[config.mk]
export PLATFORM = sky130hd
export DESIGN_NAME = mem_access_unit
export DESIGN_NICKNAME = d
export VERILOG_FILES = /design/src/rtl/mem_pkg.sv /design/src/rtl/mem_load_align.sv /design/src/rtl/mem_access_unit.sv
export SDC_FILE = /design/constraint.sdc
export NUM_CORES = 1
export LEC_CHECK = 0
export ABC_AREA = 0
export ABC_CLOCK_PERIOD_IN_PS = 3040
export BUFFER_PORTS_ARGS = -buffer_cell sky130_fd_sc_hd__clkbuf_2
export CAP_MARGIN = 5
export CORE_ASPECT_RATIO = 1.5
export CORE_MARGIN = 10
export CORE_UTILIZATION = 52
export DETAILED_ROUTE_END_ITERATION = 8
export PLACE_DENSITY_LB_ADDON = 0.08
export SLEW_MARGIN = 20
export SYNTH_ARGS = -nofsm -noshare
export SYNTH_HDL_FRONTEND = slang
export SYNTH_SLANG_ARGS = --single-unit
export TNS_END_PERCENT = 20
[constraint.sdc]
create_clock -name clk -period 3.04 [get_ports clk]
set_input_delay 0.608 -clock clk [delete_from_list [all_inputs] [get_ports clk]]
set_output_delay 0.608 -clock clk [all_outputs]
set_load 0.005 [all_outputs]
[src/rtl/mem_pkg.sv]
// mem_pkg
// Shared definitions for the memory-stage load/store unit.
//   - funct3 encodings for the RV32I load/store access sizes
//   - access FSM state type
//   - helper functions that place store data and byte strobes on the
//     word-aligned data bus
package mem_pkg;

    localparam logic [2:0] F3_B  = 3'b000;
    localparam logic [2:0] F3_H  = 3'b001;
    localparam logic [2:0] F3_W  = 3'b010;
    localparam logic [2:0] F3_BU = 3'b100;
    localparam logic [2:0] F3_HU = 3'b101;

    typedef enum logic [1:0] {
        IDLE = 2'b00,
        REQ  = 2'b01,
        DONE = 2'b10
    } mem_state_t;

    // Byte-lane enables for a store of the given size at byte offset 'offset'.
    // Only legal, aligned stores reach this, so halfwords use offset[1] alone.
    function automatic logic [3:0] store_strobe(input logic [2:0] funct3,
                                                input logic [1:0] offset);
        logic [3:0] strobe;
        strobe = 4'b0000;
        case (funct3)
            F3_B:    strobe = 4'b0001 << offset;
            F3_H:    strobe = offset[1] ? 4'b1100 : 4'b0011;
            F3_W:    strobe = 4'b1111;
            default: strobe = 4'b0000;
        endcase
        return strobe;
    endfunction

    // Replicate the store data across every lane it could land in, so the
    // strobe alone decides which bytes memory actually writes.
    function automatic logic [31:0] store_lanes(input logic [2:0]  funct3,
                                                input logic [31:0] data);
        logic [31:0] lanes;
        lanes = data;
        case (funct3)
            F3_B:    lanes = {4{data[7:0]}};
            F3_H:    lanes = {2{data[15:0]}};
            default: lanes = data;
        endcase
        return lanes;
    endfunction

endpackage

[src/rtl/mem_load_align.sv]
// mem_load_align
// Combinational load formatter: picks the addressed byte or halfword out of
// the bus read word and sign- or zero-extends it to 32 bits.
// Ports:
//   rdata     in  32  word returned by data memory
//   addr_lo   in   2  byte offset of the load within the word
//   funct3    in   3  load size/sign (B, H, W, BU, HU)
//   load_data out 32  formatted value for the register file
module mem_load_align
    import mem_pkg::*;
(
    input  logic [31:0] rdata,
    input  logic [1:0]  addr_lo,
    input  logic [2:0]  funct3,
    output logic [31:0] load_data
);

    logic [7:0]  byte_sel;
    logic [15:0] half_sel;

    always_comb begin
        byte_sel  = 8'h00;
        half_sel  = 16'h0000;
        load_data = rdata;

        case (addr_lo)
            2'd0:    byte_sel = rdata[7:0];
            2'd1:    byte_sel = rdata[15:8];
            2'd2:    byte_sel = rdata[23:16];
            default: byte_sel = rdata[31:24];
        endcase
        half_sel = addr_lo[1] ? rdata[31:16] : rdata[15:0];

        case (funct3)
            F3_B:    load_data = {{24{byte_sel[7]}}, byte_sel};
            F3_BU:   load_data = {24'h000000, byte_sel};
            F3_H:    load_data = {{16{half_sel[15]}}, half_sel};
            F3_HU:   load_data = {16'h0000, half_sel};
            default: load_data = rdata;
        endcase
    end

endmodule

[src/rtl/mem_access_unit.sv]
// mem_access_unit
// Memory-stage load/store unit of the 5-stage RV32I pipeline. Converts the
// EX/MEM access into one word-aligned request on a ready/request data bus,
// formats load results for MEM/WB, and holds the front of the pipeline while
// the access is outstanding.
// Ports:
//   clk, rst        pipeline clock, synchronous active-high reset
//   mem_read_in     load in MEM
//   mem_write_in    store in MEM
//   funct3_in       access size/sign
//   alu_result_in   effective byte address
//   store_data_in   rs2 store value
//   dmem_req        registered bus request
//   dmem_we         1 = write
//   dmem_addr       word address (bits [1:0] always 0)
//   dmem_wstrb      byte-lane write enables
//   dmem_wdata      lane-replicated store data
//   dmem_ready      memory accepts/completes the request this cycle
//   dmem_rdata      read word, valid with dmem_ready
//   mem_data_out    registered formatted load result
//   mem_stall_out   freezes PC, IF/ID, ID/EX and EX/MEM
//   mem_bubble_out  suppresses the MEM/WB register write
//   mem_fault_out   one-cycle flag for a misaligned or illegal access
module mem_access_unit
    import mem_pkg::*;
(
    input  logic        clk,
    input  logic        rst,
    input  logic        mem_read_in,
    input  logic        mem_write_in,
    input  logic [2:0]  funct3_in,
    input  logic [31:0] alu_result_in,
    input  logic [31:0] store_data_in,
    output logic        dmem_req,
    output logic        dmem_we,
    output logic [31:0] dmem_addr,
    output logic [3:0]  dmem_wstrb,
    output logic [31:0] dmem_wdata,
    input  logic        dmem_ready,
    input  logic [31:0] dmem_rdata,
    output logic [31:0] mem_data_out,
    output logic        mem_stall_out,
    output logic        mem_bubble_out,
    output logic        mem_fault_out
);

    mem_state_t  state;
    mem_state_t  next_state;

    logic        access;
    logic        bad_funct3;
    logic        store_unsigned;
    logic        misaligned;
    logic        access_bad;
    logic        illegal_access;
    logic        valid_access;
    logic        stall;

    // Offset and size of the outstanding load, kept so formatting does not
    // depend on EX/MEM staying frozen.
    logic [1:0]  addr_lo_q;
    logic [2:0]  funct3_q;
    logic [31:0] load_data;

    // Access classification. Only evaluated in IDLE: in REQ/DONE the same
    // already-accepted instruction is still sitting in EX/MEM.
    always_comb begin
        access         = mem_read_in | mem_write_in;
        bad_funct3     = (funct3_in == 3'b011) || (funct3_in == 3'b110) ||
                         (funct3_in == 3'b111);
        store_unsigned = mem_write_in && ((funct3_in == F3_BU) || (funct3_in == F3_HU));
        misaligned     = ((funct3_in == F3_W) && (alu_result_in[1:0] != 2'b00)) ||
                         (((funct3_in == F3_H) || (funct3_in == F3_HU)) && alu_result_in[0]);
        access_bad     = bad_funct3 | store_unsigned | misaligned |
                         (mem_read_in & mem_write_in);
        illegal_access = (state == IDLE) & access & access_bad;
        valid_access   = (state == IDLE) & access & ~access_bad;
    end

    // Next-state and stall logic.
    always_comb begin
        next_state = state;
        stall      = 1'b0;
        case (state)
            IDLE: begin
                if (valid_access) begin
                    next_state = REQ;
                    stall      = 1'b1;
                end
            end
            REQ: begin
                stall = 1'b1;
                if (dmem_ready) begin
                    next_state = DONE;
                end
            end
            DONE:    next_state = IDLE;
            default: next_state = IDLE;
        endcase
    end

    assign mem_stall_out  = stall;
    assign mem_bubble_out = stall | illegal_access;

    // State register.
    always_ff @(posedge clk) begin
        if (rst) begin
            state <= IDLE;
        end else begin
            state <= next_state;
        end
    end

    mem_load_align u_load_align (
        .rdata     (dmem_rdata),
        .addr_lo   (addr_lo_q),
        .funct3    (funct3_q),
        .load_data (load_data)
    );

    // Bus fields are loaded once on acceptance and held until the next
    // accepted access; the request drops after the ready cycle.
    always_ff @(posedge clk) begin
        if (rst) begin
            dmem_req      <= 1'b0;
            dmem_we       <= 1'b0;
            dmem_addr     <= 32'h0;
            dmem_wstrb    <= 4'b0000;
            dmem_wdata    <= 32'h0;
            mem_data_out  <= 32'h0;
            mem_fault_out <= 1'b0;
            addr_lo_q     <= 2'b00;
            funct3_q      <= 3'b000;
        end else begin
            mem_fault_out <= illegal_access;
            if (valid_access) begin
                dmem_req   <= 1'b1;
                dmem_we    <= mem_write_in;
                dmem_addr  <= {alu_result_in[31:2], 2'b00};
                dmem_wstrb <= mem_write_in ? store_strobe(funct3_in, alu_result_in[1:0]) : 4'b0000;
                dmem_wdata <= mem_write_in ? store_lanes(funct3_in, store_data_in) : 32'h0;
                addr_lo_q  <= alu_result_in[1:0];
                funct3_q   <= funct3_in;
            end else if ((state == REQ) && dmem_ready) begin
                dmem_req <= 1'b0;
                if (!dmem_we) begin
                    mem_data_out <= load_data;
                end
            end
        end
    end

endmodule

After elaboration in Yosys (flattened, before gate mapping)
Index checks and enable logic that the tools add are counted.

word-level totals
  flip-flop bits (word level) = 108
  input bits = 104
  output and inout bits = 105
  memories kept = 0
  RAM bits = 0
  word-level logic and storage cells = 70
  bits in read-only memories = 0
  bits in latches = 0

cells by class
  reductions and logical operators = 17
  magnitude comparators = 0
  multipliers = 0
  shift operators = 1
  mux-type cells = 15
  divide/modulo/power cells = 0
  bitwise logic cells = 12
  add/subtract/negate cells = 0
  equality and inequality tests = 15

operators by type and width
  operator                                          number
  case mux 32 bit (4 select lines)                  1
  case mux 32 bit (2 select lines)                  1
  two-way mux 32 bit                                1
  case mux 8 bit (3 select lines)                   1
  == test 3 bit (second input constant)             6
  two-way mux 16 bit                                1
  case mux 4 bit (3 select lines)                   1
  two-way mux 4 bit                                 2
  == test 3 x 1 -> 1 bit (second input constant)    2
  == test 3 x 2 -> 1 bit (second input constant)    2
  zero test 3 bit                                   2
  logical OR 1 bit                                  5
  bitwise OR 1 bit                                  5
  AND 1 bit                                         4
  == test 2 x 1 -> 1 bit (second input constant)    2
  logical AND 1 bit                                 4
  zero test 2 bit                                   2
  two-way mux 2 bit                                 2
  != test 2 bit (second input constant)             2
  case mux 2 bit (2 select lines)                   1
  nonzero test 2 bit                                2
  left shift 1 x 2 -> 4 bit (first input constant)  1
  two-way mux 1 bit                                 3
  inverter 1 bit                                    3
  other kinds (4)                                   4

Depth between registers and ports, before layout
  depth in word-level cells = 11
  depth in mapped cells = 7
  gate-level depth less buffers = 4

Modules after synthesis
From an unflattened synthesis, not the netlist that was laid out.

unflattened totals
  cell total of the unflattened synthesis = 638
  area total of the unflattened synthesis = 5,356.4 µm²

modules (own cells, without submodules)
  module           area each (µm²)  seq. area each (µm²)  cells an instance  times used
  mem_access_unit  4,386.7          2,162.1               505                1
  mem_load_align   969.7            0.0                   133                1

Least setup slack after synthesis
No wires, ideal clock.

  path kind = input to output
  start point = input funct3_in[1]
  end point = output mem_stall_out
  buffers on the path = 1
  arrival = 1,410 ps
  stages = 5
  required time = 2,432 ps
  setup slack = 1,022 ps
  path through = clkbuf_2 > a21oi_1 > or2_2 > o21ai_0 > a21oi_1

on the way
  longest elaborated chain between the ends = 10

RTL lines
  element                                                      RTL line                                                             RTL
  start: declaration                                           mem_access_unit.sv:31                                                input logic [2:0] funct3_in,
  == test 3 x 2 -> 1 bit (tied with other cells)               mem_access_unit.sv:69                                                bad_funct3 = (funct3_in == 3'b011) || (funct3_in == 3'b110) ||
  logical OR 1 bit (on tied branches)                          mem_access_unit.sv:69, mem_access_unit.sv:71, mem_access_unit.sv:73
  logical OR 1 bit (tied with other cells)                     mem_access_unit.sv:69
  bitwise OR 1 bit / logical OR 1 bit (equally long branches)  mem_access_unit.sv:74, mem_access_unit.sv:72
  bitwise OR 1 bit (*) (2 in series)                           mem_access_unit.sv:74                                                access_bad = bad_funct3 | store_unsigned | misaligned |
  inverter 1 bit (*)                                           mem_access_unit.sv:77                                                valid_access = (state == IDLE) & access & ~access_bad;
  AND 1 bit (*)                                                mem_access_unit.sv:77
  two-way mux 1 bit (*)                                        mem_access_unit.sv:86                                                if (valid_access) begin
  case mux 1 bit (2 select lines) (*)                          mem_access_unit.sv:84                                                case (state)
  end: declaration                                             mem_access_unit.sv:42                                                output logic mem_stall_out,

Every way passes the cells marked *; elsewhere a longest branch is shown, timed or not.

Worst setup path in the final report
  start point = input funct3_in[2]
  end point = output mem_stall_out

Same word-level chain as after synthesis.

==> metrics.cfg <==
[timing]
max_slew_margin_pct=43.9
tns_ps=0
max_freq_mhz=419
hold_violations=0
fin_crit_sh_pct=78.5
slew_violations=0
grt_setup_unrepaired=no
fin_crit_ps=2390
hold_ws_ps=450
setup_viol=0
tightest_slew_ps=841
fin_skew_ps=5.31

[finish]
design_area_sq_mm=0.00622
drive_above_1_share_pct=34.4
layout_common_cells=clkbuf_2, nand2_1, dfxtp_1
synthToLayoutAreaGrowth_pct=26.3
antenna_cells=0
fillCellCount=813
multi_input_area_sq_mm=0.00246
layoutNonFillerInstCount=889
layout.nets=877
final_common_cell=clkbuf_2
regArea_sq_mm=0.00216

[global_routing]
grt-ovfl-total=0
grt_pass1_wl_mm=24.8
grt_pass1_vias=4942
antenna_found_initial=0
track_usage_pct=21.9
grt_max_degree=69

[floorplan]
start_util_pct=53.2
pin_count=209
die_w_um=99.5
core_area_sq_mm=0.00925
num_rows=43
dieArea_sq_mm=0.0138
die_h_um=139

[setup_path]
path_max_fanout=6
cp_common_cell=clkbuf_2
path_buf_inv=2
crit_family=simple AND/OR/NAND/NOR gates
rr_worst_depth=5
crit_required_ps=2430
slowest_delay_ps=410
arrival_ps=1780
crit_path_cell_trace=clkbuf_2, nor4_4, or2_2, o21ai_0, a21oi_1, clkbuf_2
worstSetupStartpointType=primary input
worstSetupPathDepth=6
end_kind=output port
worstSetupPathType=primary input to output port
slowest_stage=nor4_4

[synth]
syn_area_per_cell_sq_um=8.22
synthCells=599
yosys.area.top_type=dfxtp_1
synth-edff-count=0
yosysTopAreaCellShare_pct=43.9
ys_seq_area_share_pct=43.9
ys_types=50
synth_ff_type=dfxtp_1
synth_seq_cells=108
synthTopCellsByArea=dfxtp_1, nand2_1, a21oi_1, nor2_1, nand3_1
ys_warn_count=0
syn_area_sq_mm=0.00493
async_reset_ff_share_pct=0

[route]
drtPass1Iterations=5
routed-via-count=4981
wirelength_mm=15.8
wl_per_cell_um=17.7
drc=0
detail-route-antenna-nets=0
routed_via_density=5.60
drtIter0Drc=203

[clock_tree]
cts-root-buf=clkbuf_16
cts_resized=0
htree_levels=3
cts_tree=yes
cts_max_path_buffers=2
cts_hold_buffers=0
clkTransAtPathRegs_ps=70
post_cts_buffers=0
cts.sink_count=108
cts_buffers=9
insertion_delay_ps=350

[min_path]
hold_path_depth=2
hp-class=flop to flop

[place]
place_congestion=0.927
hpwl_mm=12.0
placedCellCount=874
portBuffers=206
dpl_cell_area_sq_mm=0.00592

[job]
maxCapViolCount=0

[outcome]
status=finished, final reports clean

[pwr]
p_leak_nw=2.60
ir_drop_uv=337
power_density_mw_per_mm2=500

==> cells in the mapped netlist, drive strengths merged (7+ instances only) <==
master / number
nand2: 119
dfxtp: 108
a21oi: 69
nor2: 45
o21ai: 34
nand3: 32
clkbuf: 28
buf: 27
a211oi: 24
nand3b: 21
mux2i: 10
nor2b: 10
mux2: 8
a21o: 7
a22oi: 7
a311oi: 7
a31o: 7
==> worst min-delay path, stage by stage (launching register included) <==
cell,delay (ps)
dfxtp_1,310
nand2_1,50
a21oi_1,50
==> cell families after synthesis <==
| kind of cell | after synthesis | synth area share [%] |
|---|---|---|
| mux | 18 | 3.86 |
| simple gates | 241 | 22.7 |
| buf+inv | 59 | 6.50 |
| compound gates | 172 | 23.0 |
| flops | 108 | 43.9 |
| other cells | 1 | 0.0761 |
==> registers in the layout, indices dropped and copies added, names as in the netlist <==
| register | count |
|---|---|
| mem_data_out | 32 |
| dmem_we | 1 |
| dmem_req | 1 |
| dmem_wstrb | 4 |
| funct3_q | 3 |
| mem_fault_out | 1 |
| dmem_wdata | 32 |
| state | 2 |
| addr_lo_q | 2 |
| dmem_addr | 30 |
==> metal layers <==
metal	wire length (um)	global-route usage (%)
met5	0	0
met3	1330	8.63
met4	447	9.54
met2	8240	38.6
met1	5740	22.0
==> worst paths after layout <==
| kind | startpoint | slack, ps | end |
|---|---|---|---|
| hold / removal | dmem_wdata[21]$_SDFFE_PP0P_ | 450 | dmem_wdata[21]$_SDFFE_PP0P_ |
| setup / recovery | funct3_in[2] | 650 | mem_stall_out |
| setup reg to reg | addr_lo_q[1]$_SDFFE_PP0P_ | 710 | mem_data_out[8]$_SDFFE_PP0P_ |
| hold reg to reg | dmem_wdata[21]$_SDFFE_PP0P_ | 450 | dmem_wdata[21]$_SDFFE_PP0P_ |
==> through the flow <==
stage          util [%]  setup WS, ps  power (W)
2_1_floorplan         -          1020    0.00177
3_3_place_gp       64.0           674    0.00194
3_5_place_dp       64.0           659    0.00196
4_1_cts            67.2           656    0.00313
5_1_grt            67.2           553    0.00324
6_report           67.2           655    0.00311
==> power by group <==
part | internal, W | leakage, nW | switching [W] | total, W
Clock | 0.000660 | 0.141 | 0.000531 | 0.00119
Combinational | 0.000183 | 1.59 | 0.000238 | 0.000422
Sequential | 0.00147 | 0.876 | 0.0000354 | 0.00150
Total | 0.00231 | 2.60 | 0.000805 | 0.00311
==> area by class of cell <==
| class | instances | area share [%] |
|---|---|---|
| sequential | 108 | 34.8 |
| tap | 112 | 2.25 |
| clock inverter | 5 | 1.01 |
| multi-input combinational | 433 | 39.6 |
| inverter | 4 | 0.241 |
| clock buffer | 10 | 3.84 |
| timing repair buffer | 217 | 18.3 |
No activity file was read; power rests on OpenSTA's default activity.
